<file path="config.mk">
export PLATFORM = sky130hd
export DESIGN_NAME = queen_solver_param
export DESIGN_NICKNAME = d
export VERILOG_FILES = /design/src/rtl/queen_pkg.sv /design/src/rtl/queen_occupancy.sv /design/src/rtl/queen_solver_param.sv
export SDC_FILE = /design/constraint.sdc
export NUM_CORES = 1
export LEC_CHECK = 0
export CAP_MARGIN = 20
export CORE_ASPECT_RATIO = 0.5
export CORE_MARGIN = 1
export CORE_UTILIZATION = 50
export DETAILED_ROUTE_END_ITERATION = 16
export PLACE_DENSITY = 0.63
export SLEW_MARGIN = 30
export SYNTH_ARGS = -nofsm -noshare
export SYNTH_HDL_FRONTEND = slang
export SYNTH_HIERARCHICAL = 1
export SYNTH_SLANG_ARGS = --single-unit
</file>
<file path="constraint.sdc">
create_clock -name clk -period 12.67 [get_ports clk]
set_input_delay 1.267 -clock clk [delete_from_list [all_inputs] [get_ports clk]]
set_output_delay 1.267 -clock clk [all_outputs]
set_load 0.05 [all_outputs]
</file>
<file path="src/rtl/queen_pkg.sv">
// Shared types and constants for the parameterised N-queens solver.
// Defining QUEEN_CYC_CNT_EN adds the search cycle counter output (width CYC_CNT_W).
package queen_pkg;

  typedef enum logic [2:0] {
    IDLE   = 3'd0,
    LOAD   = 3'd1,
    SEARCH = 3'd2,
    OUTPUT = 3'd3,
    FAIL   = 3'd4
  } state_t;

  localparam int DEF_N     = 12;
  localparam int DEF_W     = 4;
  localparam int CYC_CNT_W = 16;

endpackage

</file>
<file path="src/rtl/queen_occupancy.sv">
// Column and diagonal occupancy sets for the N-queens solver.
// One place or remove per cycle; test is combinational on the current contents.
module queen_occupancy
  import queen_pkg::*;
#(
  parameter int N = DEF_N,
  parameter int W = DEF_W
) (
  input  logic         clk,
  input  logic         rst,
  input  logic         clr,
  input  logic         place,
  input  logic         remove,
  input  logic [W-1:0] op_row,
  input  logic [W-1:0] op_col,
  input  logic [W-1:0] test_row,
  input  logic [W-1:0] test_col,
  output logic         free
);

  localparam int CW = $clog2(N);
  localparam int DW = $clog2(2*N-1);

  logic [N-1:0]   col_r;
  logic [2*N-2:0] diag_sum_r;
  logic [2*N-2:0] diag_dif_r;
  logic           test_in_range_s;

  function automatic logic [DW-1:0] sum_idx(input logic [W-1:0] r, input logic [W-1:0] c);
    return DW'({1'b0, r} + {1'b0, c});
  endfunction

  // r - c + N - 1, computed two bits wider so it never goes negative.
  function automatic logic [DW-1:0] dif_idx(input logic [W-1:0] r, input logic [W-1:0] c);
    return DW'({2'b00, r} + (W+2)'(N-1) - {2'b00, c});
  endfunction

  assign test_in_range_s = ({1'b0, test_row} < (W+1)'(N)) && ({1'b0, test_col} < (W+1)'(N));
  assign free = test_in_range_s
             && !col_r[CW'(test_col)]
             && !diag_sum_r[sum_idx(test_row, test_col)]
             && !diag_dif_r[dif_idx(test_row, test_col)];

  // Occupancy bits follow place/remove commands; reset or job start empties the board.
  always_ff @(posedge clk) begin
    if (rst || clr) begin
      col_r      <= '0;
      diag_sum_r <= '0;
      diag_dif_r <= '0;
    end else if (place) begin
      col_r[CW'(op_col)]                <= 1'b1;
      diag_sum_r[sum_idx(op_row, op_col)] <= 1'b1;
      diag_dif_r[dif_idx(op_row, op_col)] <= 1'b1;
    end else if (remove) begin
      col_r[CW'(op_col)]                <= 1'b0;
      diag_sum_r[sum_idx(op_row, op_col)] <= 1'b0;
      diag_dif_r[dif_idx(op_row, op_col)] <= 1'b0;
    end
  end

endmodule

</file>
<file path="src/rtl/queen_solver_param.sv">
// Row-ordered backtracking N-queens solver with optional preset queens.
// Optional feature: define QUEEN_CYC_CNT_EN to add the cyc_cnt search cycle counter.
module queen_solver_param
  import queen_pkg::*;
#(
  parameter int N = DEF_N,
  parameter int W = DEF_W
) (
  input  logic         clk,
  input  logic         rst,
  input  logic         in_valid_num,
  input  logic [W-1:0] in_num,
  input  logic         in_valid,
  input  logic [W-1:0] row,
  input  logic [W-1:0] col,
  output logic         out_valid,
  output logic [W-1:0] out,
  output logic         out_fail
`ifdef QUEEN_CYC_CNT_EN
  ,
  output logic [CYC_CNT_W-1:0] cyc_cnt
`endif
);

  localparam int RW = $clog2(N);

  state_t         state_r, state_nxt;
  logic [W-1:0]   k_r;
  logic [W-1:0]   load_cnt_r;
  logic           bad_r;
  logic [N-1:0]   preset_r;
  logic [W-1:0]   pos_r [N];
  logic [RW-1:0]  cur_row_r;
  logic [W:0]     cand_r;
  logic [RW-1:0]  out_idx_r;

  logic           occ_free_s;
  logic           place_s, remove_s, start_s;
  logic [W-1:0]   op_row_s, op_col_s, test_row_s, test_col_s;
  logic           adv_s, back_s, step_s;
  logic           load_rng_s, load_conf_s, load_last_s, bad_nxt_s;
  logic [N-1:0]   load_mask_s;
  logic           nxt_found_s, prv_found_s, first_found_s;
  logic [RW-1:0]  nxt_row_s, prv_row_s, first_row_s;

  assign load_rng_s  = ({1'b0, row} < (W+1)'(N)) && ({1'b0, col} < (W+1)'(N));
  assign load_conf_s = !load_rng_s || preset_r[RW'(row)] || !occ_free_s;
  assign load_last_s = in_valid && ((load_cnt_r + W'(1)) == k_r);
  assign bad_nxt_s   = bad_r || (in_valid && load_conf_s);
  assign load_mask_s = preset_r | (load_rng_s ? ((N)'(1) << RW'(row)) : '0);

  // Nearest non-preset rows on either side of the current row, and the first free row after loading.
  always_comb begin
    nxt_found_s   = 1'b0;
    nxt_row_s     = '0;
    prv_found_s   = 1'b0;
    prv_row_s     = '0;
    first_found_s = 1'b0;
    first_row_s   = '0;
    for (int i = N-1; i >= 0; i--) begin
      nxt_row_s     = ((i > int'(cur_row_r)) && !preset_r[i]) ? RW'(i) : nxt_row_s;
      nxt_found_s   = nxt_found_s | ((i > int'(cur_row_r)) && !preset_r[i]);
      first_row_s   = !load_mask_s[i] ? RW'(i) : first_row_s;
      first_found_s = first_found_s | !load_mask_s[i];
    end
    for (int i = 0; i < N; i++) begin
      prv_row_s   = ((i < int'(cur_row_r)) && !preset_r[i]) ? RW'(i) : prv_row_s;
      prv_found_s = prv_found_s | ((i < int'(cur_row_r)) && !preset_r[i]);
    end
  end

  // Next-state logic and occupancy commands.
  always_comb begin
    state_nxt  = state_r;
    place_s    = 1'b0;
    remove_s   = 1'b0;
    start_s    = 1'b0;
    adv_s      = 1'b0;
    back_s     = 1'b0;
    step_s     = 1'b0;
    op_row_s   = '0;
    op_col_s   = '0;
    test_row_s = '0;
    test_col_s = '0;
    case (state_r)
      IDLE: begin
        if (in_valid_num) begin
          start_s   = 1'b1;
          state_nxt = (in_num != '0) ? LOAD : SEARCH;
        end else begin
          state_nxt = IDLE;
        end
      end
      LOAD: begin
        test_row_s = row;
        test_col_s = col;
        if (in_valid) begin
          place_s  = !load_conf_s;
          op_row_s = row;
          op_col_s = col;
          if (load_last_s) begin
            state_nxt = (bad_nxt_s || !first_found_s) ? FAIL : SEARCH;
          end else begin
            state_nxt = LOAD;
          end
        end else begin
          state_nxt = LOAD;
        end
      end
      SEARCH: begin
        test_row_s = W'(cur_row_r);
        test_col_s = cand_r[W-1:0];
        if (cand_r == (W+1)'(N)) begin
          // Row exhausted: lift the queen from the previous free row and retry it one column on.
          if (prv_found_s) begin
            back_s    = 1'b1;
            remove_s  = 1'b1;
            op_row_s  = W'(prv_row_s);
            op_col_s  = pos_r[prv_row_s];
            state_nxt = SEARCH;
          end else begin
            state_nxt = FAIL;
          end
        end else if (occ_free_s) begin
          adv_s     = 1'b1;
          place_s   = 1'b1;
          op_row_s  = W'(cur_row_r);
          op_col_s  = cand_r[W-1:0];
          state_nxt = nxt_found_s ? SEARCH : OUTPUT;
        end else begin
          step_s    = 1'b1;
          state_nxt = SEARCH;
        end
      end
      OUTPUT: begin
        state_nxt = (out_idx_r == RW'(N-1)) ? IDLE : OUTPUT;
      end
      FAIL: begin
        state_nxt = IDLE;
      end
      default: begin
        state_nxt = IDLE;
      end
    endcase
  end

  queen_occupancy #(.N(N), .W(W)) u_occ (
    .clk      (clk),
    .rst      (rst),
    .clr      (start_s),
    .place    (place_s),
    .remove   (remove_s),
    .op_row   (op_row_s),
    .op_col   (op_col_s),
    .test_row (test_row_s),
    .test_col (test_col_s),
    .free     (occ_free_s)
  );

  // State register.
  always_ff @(posedge clk) begin
    if (rst) begin
      state_r <= IDLE;
    end else begin
      state_r <= state_nxt;
    end
  end

  // Job bookkeeping: preset loading, row stack of placed columns, search cursor, output index.
  always_ff @(posedge clk) begin
    if (rst) begin
      k_r        <= '0;
      load_cnt_r <= '0;
      bad_r      <= 1'b0;
      preset_r   <= '0;
      cur_row_r  <= '0;
      cand_r     <= '0;
      out_idx_r  <= '0;
      for (int i = 0; i < N; i++) begin
        pos_r[i] <= '0;
      end
    end else if (start_s) begin
      k_r        <= in_num;
      load_cnt_r <= '0;
      bad_r      <= 1'b0;
      preset_r   <= '0;
      cur_row_r  <= '0;
      cand_r     <= '0;
      out_idx_r  <= '0;
    end else if ((state_r == LOAD) && in_valid) begin
      load_cnt_r <= load_cnt_r + W'(1);
      bad_r      <= bad_nxt_s;
      if (load_rng_s) begin
        preset_r[RW'(row)] <= 1'b1;
        pos_r[RW'(row)]    <= col;
      end
      if (load_last_s) begin
        cur_row_r <= first_row_s;
        cand_r    <= '0;
      end
    end else if (adv_s) begin
      pos_r[cur_row_r] <= cand_r[W-1:0];
      cur_row_r        <= nxt_row_s;
      cand_r           <= '0;
    end else if (back_s) begin
      cur_row_r <= prv_row_s;
      cand_r    <= {1'b0, pos_r[prv_row_s]} + (W+1)'(1);
    end else if (step_s) begin
      cand_r <= cand_r + (W+1)'(1);
    end else if (state_r == OUTPUT) begin
      out_idx_r <= out_idx_r + RW'(1);
    end
  end

  // Registered result beats; everything reads zero between beats.
  always_ff @(posedge clk) begin
    if (rst) begin
      out_valid <= 1'b0;
      out       <= '0;
      out_fail  <= 1'b0;
    end else begin
      out_valid <= (state_r == OUTPUT) || (state_r == FAIL);
      out       <= (state_r == OUTPUT) ? pos_r[out_idx_r] : '0;
      out_fail  <= (state_r == FAIL);
    end
  end

`ifdef QUEEN_CYC_CNT_EN
  // Saturating count of SEARCH cycles for the current job.
  always_ff @(posedge clk) begin
    if (rst || start_s) begin
      cyc_cnt <= '0;
    end else if ((state_r == SEARCH) && (cyc_cnt != {CYC_CNT_W{1'b1}})) begin
      cyc_cnt <= cyc_cnt + CYC_CNT_W'(1);
    end
  end
`endif

endmodule

</file>
==> flow_summary.ini, run 1 <==
[setup_path]
crit_required_ns = 12.97
crit_type = input port to flop
crit_chain = clkdlybuf4s50_1 > a22oi_1 > nor2_1 > ha_1 > inv_1 > fa_1 > xnor2_2 > mux2_2 > o311a_1 > a31o_2 > nor4_1 > nand3_1 > o221ai_1 > inv_1 > ha_1 > inv_1 > ha_1 > a21oi_1 > o21ai_1 > xnor2_2 > nand3_1 > mux2i_1
slowest_stage = clkdlybuf4s50_1
slowest_delay_ns = 0.91
cp.arrival_ns = 9.22
critPathLaunchType = input port
cp-end-kind = flop
crit_path_max_fanout = 19
cp-startpoint = row[0]
worstReg2RegStart = state_r[1]

[clock_network]
post-cts-setup-buffer-count = 0
clock_tree.root_cell = clkbuf_16
cts_hold_buf = 0
clkSinkCount = 165
cts.reportedPaths.clkPinSlew_ns = 0.06
htree_levels = 4
postCtsResizedCells = 0
clk_latency_ns = 0.46
numCtsBuffers = 17
clockBufferDepth = 2
cts_tree = built

[finish]
num_antenna_cells = 0
fin_area_um2 = 11300
final_common_cell = nor2_1
fin_cells = 1387
area_growth_pct = 8.59
nNetsFinal = 1153
layout_common_cells = nor2_1, nand2_1, dfxtp_1, mux2i_1, edfxtp_1
drive_above_1_share_pct = 10.9

[sta]
holdWs_ns = 0.463
skew_ns = 0.0109
post-route-min-period_ns = 8.91
finalHoldViolations = 0
min_period_over_period_pct = 70.3
max_freq_mhz = 112
fin_ws_ns = 3.76
slew_violations = 0
setup_viol = 0
worst_pin_slew_ns = 1.07
rsz0062_at_grt = no
tns_ns = 0
slew-limit-headroom_pct = 27.7

[synthesis]
syn_avg_cell_area_um2 = 9.15
synth_edf_count = 64
yosys_warnings = 6
synth-adder-area-share_pct = 3.77
synth_compound_area_share_pct = 16.6
synth_nets = 1184
ys_ff_latch = 165
ys.flop_type = dfxtp_1
ys_async_sr_fraction_pct = 0
syn-cell-area_um2 = 10400
synth_xor_area_share_pct = 1.84
synth-simple-area-share_pct = 20.4
seq_area_frac_synth_pct = 37.8
synth_top_family_by_area = simple AND/OR/NAND/NOR gates
synthCells = 1139
synth.area.mux_share_pct = 15.1
synth_cell_types = 77

[routing]
dr.pass1.iters = 5
drt_iter0_drc = 906
wl_per_cell_um = 20.4
drt_wl_total_mm = 28.4
viasPerCell = 6.30
drc_errors = 0
drtAntennaViolNets = 0
vias = 8737

[grt]
grt_max_degree = 36
grt_pass1_vias = 8273
grt_overflow = 0
grt_antenna_before_repair = 0
track_usage_pct = 27.8
grt_pass1_wl_mm = 45.4

[placed_design]
routabilityCongestion = 0.952
dpl_cell_area_um2 = 10700
dpl.cell_count = 1355
pre_cts_ws_ns = 3.48
dpl.hpwl_mm = 20.7
io_buffers = 21

[die]
die_y_um = 104
coreArea_um2 = 20000
ios = 22
rows = 36
floorplan.initialDensity_pct = 52.2
die_w_um = 206
dieArea_um2 = 21500

[power]
peakVddDrop_v = 0.0000956
powerDensity_nw_per_um2 = 108
p_leak_nw = 4.24

[worst_hold_path]
hp-class = flop to flop

[run]
cap_viol_max_count = 0

[run_status]
outcome = finished clean
logic make-up after synthesis:
group,Yosys count
simple gates,445
compound gates,251
flops,165
mux,115
buf+inv,113
fa+ha+maj,29
xor+xnor,21
stage by stage:
stage	total power, W	utilization, %
floorplan	0.000693	-
global placement	0.000736	53.6
detailed placement	0.000739	53.9
CTS	0.00122	56.5
global route	0.00127	56.7
finish	0.00122	56.7
worst max-delay path, delay by kind of cell:
family                     cells  cell delay (ns)
and+or+nand+nor                4             1.82
adders and majority gates      4             1.60
AOI/OAI and AO/OA              6             1.46
xor gates and xnor gates       2             1.24
buffers and inverters          4             1.23
muxes                          2             0.58
final timing paths:
path / to / slack, ns / cells after the start
worst max register to register: flop / 4.23 / 22
worst min register to register: flop / 0.46 / 2
worst max-delay path: flop / 3.76 / 22
worst min-delay path: flop / 0.46 / 2
cell usage after synthesis (all sizes together) (6+ instances only):
library cell / number / area, µm²
nor2: 141 / 529
nand2: 108 / 405
dfxtp: 101 / 2020
mux2i: 72 / 721
edfxtp: 64 / 1920
a21oi: 59 / 303
clkbuf: 51 / 191
o21ai: 50 / 265
inv: 37 / 139
nand3: 33 / 165
mux4: 32 / 721
nand2b: 30 / 188
nor3: 28 / 145
ha: 25 / 313
buf: 24 / 129
a22oi: 18 / 140
nor2b: 17 / 106
and2: 16 / 100
nand4: 16 / 100
o211ai: 16 / 125
and3: 13 / 81.3
xnor2: 12 / 113
mux2: 11 / 128
o22ai: 11 / 68.8
o31ai: 11 / 82.6
a221o: 9 / 90.1
xor2: 9 / 78.8
a21o: 8 / 60.1
a31oi: 8 / 50.1
or2: 8 / 50.1
a211oi: 7 / 57.6
nor4: 7 / 43.8
or3: 7 / 48.8
nor3b: 6 / 45.0
o221ai: 6 / 58.8
area by class of cell:
type	instances	area, µm²
Clock buffer	19	434
Fill cell	1741	8630
Inverter	38	143
Clock inverter	13	101
Timing Repair Buffer	25	235
Sequential cell	165	3950
Tap cell	266	333
Multi-Input combinational cell	861	6130
power by group:
| group | total, W | internal (W) | switching (W) |
|---|---|---|---|
| combinational | 0.000167 | 0.0000565 | 0.000110 |
| sequential | 0.000565 | 0.000558 | 0.00000730 |
| clock | 0.000487 | 0.000254 | 0.000233 |
metal layers:
layer | GRT usage, % | wire, µm | up-vias
li1 | - | - | 4125
met2 | 40.7 | 12500 | 327
met3 | 6.11 | 2060 | 37
met1 | 39.8 | 13200 | 4248
met4 | 10.1 | 597 | 0
met5 | 0 | 0 | -
Power figures use the tool's default switching activity.
==> run 2: changes to the inputs <==
- clock period: 12.67 -> 8.2 ns (I/O delays scaled with it)
==> run 2 against run 1 <==
Core utilization grew 0.42 points. Clock skew up 0.0019 ns. Die area stayed put. Flip-flop and latch count unchanged. Cell area up 0.74%. Sequential power increased by 55%. Highest routed layer unchanged. Critical path depth unchanged. Wire length grew 2.5%. Register-to-register slack worse by 3.2 ns. Cell count up 1.4%.
==> flow_summary.ini, run 2 (same netlist as run 1, synthesis figures left out) <==
[die]
rows = 36
ios = 22
floorplan.initialDensity_pct = 52.2
dieArea_um2 = 21500
die_w_um = 206
coreArea_um2 = 20000
die_y_um = 104

[grt]
grt_max_degree = 36
grt_antenna_before_repair = 0
grt_overflow = 0
grt_pass1_vias = 8266
grt_pass1_wl_mm = 46.0
track_usage_pct = 27.9

[power]
p_leak_nw = 4.34
peakVddDrop_v = 0.000278
powerDensity_nw_per_um2 = 168

[clock_network]
cts_tree = built
postCtsResizedCells = 0
clock_tree.root_cell = clkbuf_16
clkSinkCount = 165
clk_latency_ns = 0.45
htree_levels = 4
post-cts-setup-buffer-count = 0
cts.reportedPaths.clkPinSlew_ns = 0.07
cts_hold_buf = 0
clockBufferDepth = 2
numCtsBuffers = 17

[placed_design]
routabilityCongestion = 0.979
dpl.hpwl_mm = 21.2
io_buffers = 21
dpl_cell_area_um2 = 10900

[finish]
fin_area_um2 = 11400
layout_common_cells = nor2_1, nand2_1, dfxtp_1, mux2i_1, edfxtp_1
num_antenna_cells = 0
drive_above_1_share_pct = 11.3
nNetsFinal = 1172
area_growth_pct = 9.40
final_common_cell = nor2_1

[setup_path]
slowest_delay_ns = 0.57
crit_chain = nor2b_1 > a22oi_1 > nor2_1 > inv_1 > fa_1 > xnor2_2 > mux2_2 > o311a_1 > a31o_2 > nor4_1 > buf_4 > and3_1 > a221o_1 > inv_1 > ha_1 > ha_1 > fa_1 > xor2_1 > and2_1 > nand2_1 > o21ai_0 > a21oi_1
crit_path_max_fanout = 11
crit_type = flop to flop
crit_required_ns = 8.51
cp.arrival_ns = 7.48
critPathLaunchType = flop
cp-end-kind = flop
slowest_stage = xnor2_2

[routing]
vias = 8889
viasPerCell = 6.32
wl_per_cell_um = 20.7
drt_wl_total_mm = 29.1
drt_iter0_drc = 842
drtAntennaViolNets = 0
dr.pass1.iters = 5
drc_errors = 0

[run_status]
outcome = finished clean

[sta]
slew_violations = 0
setup_viol = 0
finalHoldViolations = 0
tns_ns = 0
rsz0062_at_grt = no
slew-limit-headroom_pct = 36.3
min_period_over_period_pct = 87.4
worst_pin_slew_ns = 0.949
post-route-min-period_ns = 7.16
max_freq_mhz = 140
skew_ns = 0.0128

[run]
cap_viol_max_count = 0

[worst_hold_path]
hp-class = flop to flop
==> run 2: cell count changes in the layout (fill, tap and decap cells not counted), moves of 2 or more <==
cell      before  now
nor3_2         5    1
clkinv_2       2    0
mux2i_4        3    0
nor3_1        23   27
buf_4          4   23
mux2i_1       69   72
clkinv_4       4    2
==> run 2: critical path: cells and delay by family, from the launching register on <==
kind	cells	cell delay, ns
simple gates	6	1.95
compound gates	6	1.43
fa+ha+maj	4	1.40
xor+xnor	2	0.92
flops	1	0.48
buf+inv	3	0.45
mux	1	0.41
==> run 2: layer usage <==
| layer | GRT usage (%) | up-vias | share of wire, % |
|---|---|---|---|
| met5 | 0 | - | 0 |
| met3 | 5.55 | 44 | 6.6 |
| met2 | 42.4 | 322 | 45 |
| met1 | 39.6 | 4358 | 46 |
| li1 | - | 4165 | - |
| met4 | 9.03 | 0 | 2.2 |
==> run 2: cell type report <==
| class | instances | area [µm²] |
|---|---|---|
| clock buffers | 19 | 433 |
| flip-flops and latches | 165 | 3950 |
| fillers | 1819 | 8550 |
| repair buffers | 44 | 378 |
| clock inverters | 13 | 123 |
| multi-input cells | 861 | 6050 |
| well taps | 266 | 333 |
| inverters | 38 | 143 |
==> run 2: power breakdown <==
group,switching (W),internal [W],total [W]
combinational,0.000172,0.0000938,0.000266
sequential,0.0000115,0.000862,0.000874
clock,0.000350,0.000421,0.000771
==> run 2: final timing paths <==
| path | startpoint | endpoint | slack, ns | cells after the start |
|---|---|---|---|---|
| worst max-delay path | state_r[1] | flop | 1.04 | 22 |
| worst min-delay path | flop | flop | 0.46 | 2 |
| worst max register to register | state_r[1] | flop | 1.04 | 22 |
| worst min register to register | flop | flop | 0.46 | 2 |
==> run 2: per-stage QoR <==
step	utilization (%)	total power (W)	cells	setup slack, ns	hold WS (ns)
after global placement	54.3	0.00115	1374	0.584	0.442
after CTS	57.2	0.00192	1406	1.12	0.462
after detailed placement	54.4	0.00115	1374	0.819	0.452
final	57.1	0.00191	1406	1.04	0.460
after global routing	57.1	0.00198	1406	0.582	0.480
after floorplan	-	0.00107	1139	1.36	0.433
==> run 3: changes to the inputs <==
- RECOVER_POWER: default -> 50
==> run 3 against run 2 <==
The run now ends with max-capacitance violations, max-slew violations left. Critical path depth down 5. Total power decreased by 0.31%. Clock skew decreased by 0.0011 ns. Cell area down 0.47%. Critical path type unchanged. Largest cell class unchanged. Largest power group unchanged.
==> flow_summary.ini, run 3 (same netlist as run 1, synthesis figures left out) <==
[run_status]
outcome = finished, violations left
violations = max-capacitance violations, max-slew violations

[finish]
multi_input_area_um2 = 6030
layout_common_cells = nor2_1, nand2_1, dfxtp_1, mux2i_1, edfxtp_1
fill_cells = 1829
num_antenna_cells = 0
drive_above_1_share_pct = 10.2
nNetsFinal = 1172
final_common_cell = nor2_1
area_growth_pct = 8.88
ff_latch_area_um2 = 3950

[setup_path]
worst-path-buf-inv = 2
crit_cells = 17
slowest_delay_ns = 1.23
critPathLaunchType = flop
cp-startpoint = state_r[1]
crit_required_ns = 8.50
r2r_slack_ns = 0.96
slowest_stage = o21ai_0
crit_path_max_fanout = 14
cp.arrival_ns = 7.54
crit_type = flop to flop
rr_worst_depth = 17
cp_common_cell = nor2_1
cp_top_family = simple AND/OR/NAND/NOR gates
crit_chain = nor2b_1 > a22oi_1 > nor2_1 > inv_1 > fa_1 > xnor2_2 > mux2_2 > o311a_1 > a31o_2 > nor4_1 > clkbuf_1 > nand3_1 > o21ai_0 > nor2_1 > nor3_1 > o211ai_1 > mux2i_1
cp-end-kind = flop
worstReg2RegStart = state_r[1]

[grt]
grt_max_degree = 36
grt_antenna_before_repair = 0
grt_pass1_vias = 8266
grt_overflow = 0
track_usage_pct = 27.9
grt_pass1_wl_mm = 46.0

[clock_network]
clkSinkCount = 165
postCtsResizedCells = 0
post-cts-setup-buffer-count = 0
clk_latency_ns = 0.45
cts_tree = built
clock_tree.root_cell = clkbuf_16
cts_hold_buf = 0
clockBufferDepth = 2
cts.reportedPaths.clkPinSlew_ns = 0.07
htree_levels = 4
numCtsBuffers = 17

[sta]
worst_pin_slew_ns = 1.92
slew-limit-headroom_pct = -29.5
tns_ns = 0
rsz0062_at_grt = no
max_freq_mhz = 138
post-route-min-period_ns = 7.24
skew_ns = 0.0118
setup_viol = 0
min_period_over_period_pct = 88.3
holdWs_ns = 0.460
slew_violations = 55
finalHoldViolations = 0

[die]
rows = 36
dieArea_um2 = 21500
coreArea_um2 = 20000
die_w_um = 206
ios = 22
floorplan.initialDensity_pct = 52.2
die_y_um = 104

[routing]
vias = 8837
dr.pass1.iters = 5
wl_per_cell_um = 20.6
drc_errors = 0
viasPerCell = 6.29
drtAntennaViolNets = 0
drt_wl_total_mm = 29.0
drt_iter0_drc = 908

[power]
peakVddDrop_v = 0.000279
internal_power_w = 0.00137
clkPwrFrac_pct = 40.4
swShare_pct = 27.9
pwr-share-comb_pct = 13.7
p_leak_nw = 4.31
switchingPower_w = 0.000531
powerDensity_nw_per_um2 = 168
power_frac_seq_pct = 45.9

[worst_hold_path]
hp-class = flop to flop

[run]
cap_viol_max_count = 3

[placed_design]
routabilityCongestion = 0.979
dpl.hpwl_mm = 21.2
io_buffers = 21
==> run 3: cell count changes in the layout (fill, tap and decap cells not counted), moves of 7 or more <==
cell,delta
buf_4,-9
clkdlybuf4s50_1,-7
clkbuf_1,+9
dlygate4sd3_1,+7
==> run 3: worst min-delay path: stages (launching register included) <==
cell and delay, ns:
dfxtp_1 0.31, nand2_1 0.05, mux2i_1 0.05
==> run 3: power groups by stage <==
stage          Clock (W)  Combinational [W]  Sequential (W)
3_3_place_gp           0           0.000258        0.000891
5_1_grt         0.000816           0.000283        0.000874
2_1_floorplan          0           0.000186        0.000885
6_report        0.000769           0.000262        0.000874
3_5_place_dp           0           0.000261        0.000892
4_1_cts         0.000786           0.000263        0.000873
==> run 3: how the worst min path moves through the flow <==
stage          endpoint  slack (ns)  depth (start not counted)
6_report           flop        0.46                          2
5_1_grt            flop        0.48                          2
4_1_cts            flop        0.46                          2
3_5_place_dp       flop        0.45                          2
3_3_place_gp       flop        0.44                          2
2_1_floorplan      flop        0.43                          2
==> run 3: stage by stage <==
step	instance area, µm²	cells	utilization, %	power [W]	setup WS, ns
6_report	11300	1406	56.9	0.00190	0.959
5_1_grt	11300	1406	56.9	0.00197	0.403
4_1_cts	11400	1406	57.2	0.00192	1.12
3_5_place_dp	10900	1374	54.4	0.00115	0.819
3_3_place_gp	10800	1374	54.3	0.00115	0.584
2_1_floorplan	10400	1139	-	0.00107	1.36
==> run 3: routing by layer <==
metal	vias up	wire (µm)	GRT usage [%]
li1	4168	-	-
met1	4315	13400	39.6
met2	308	13000	42.4
met3	46	1980	5.55
met4	0	640	9.03
met5	-	0	0
==> run 3: cell type report <==
class                   count  share of cell area, %
clock buffers              19                   3.81
inverters                  38                   1.26
multi-input cells         861                   53.1
flip-flops and latches    165                   34.8
well taps                 266                   2.93
repair buffers             44                   3.03
clock inverters            13                   1.08
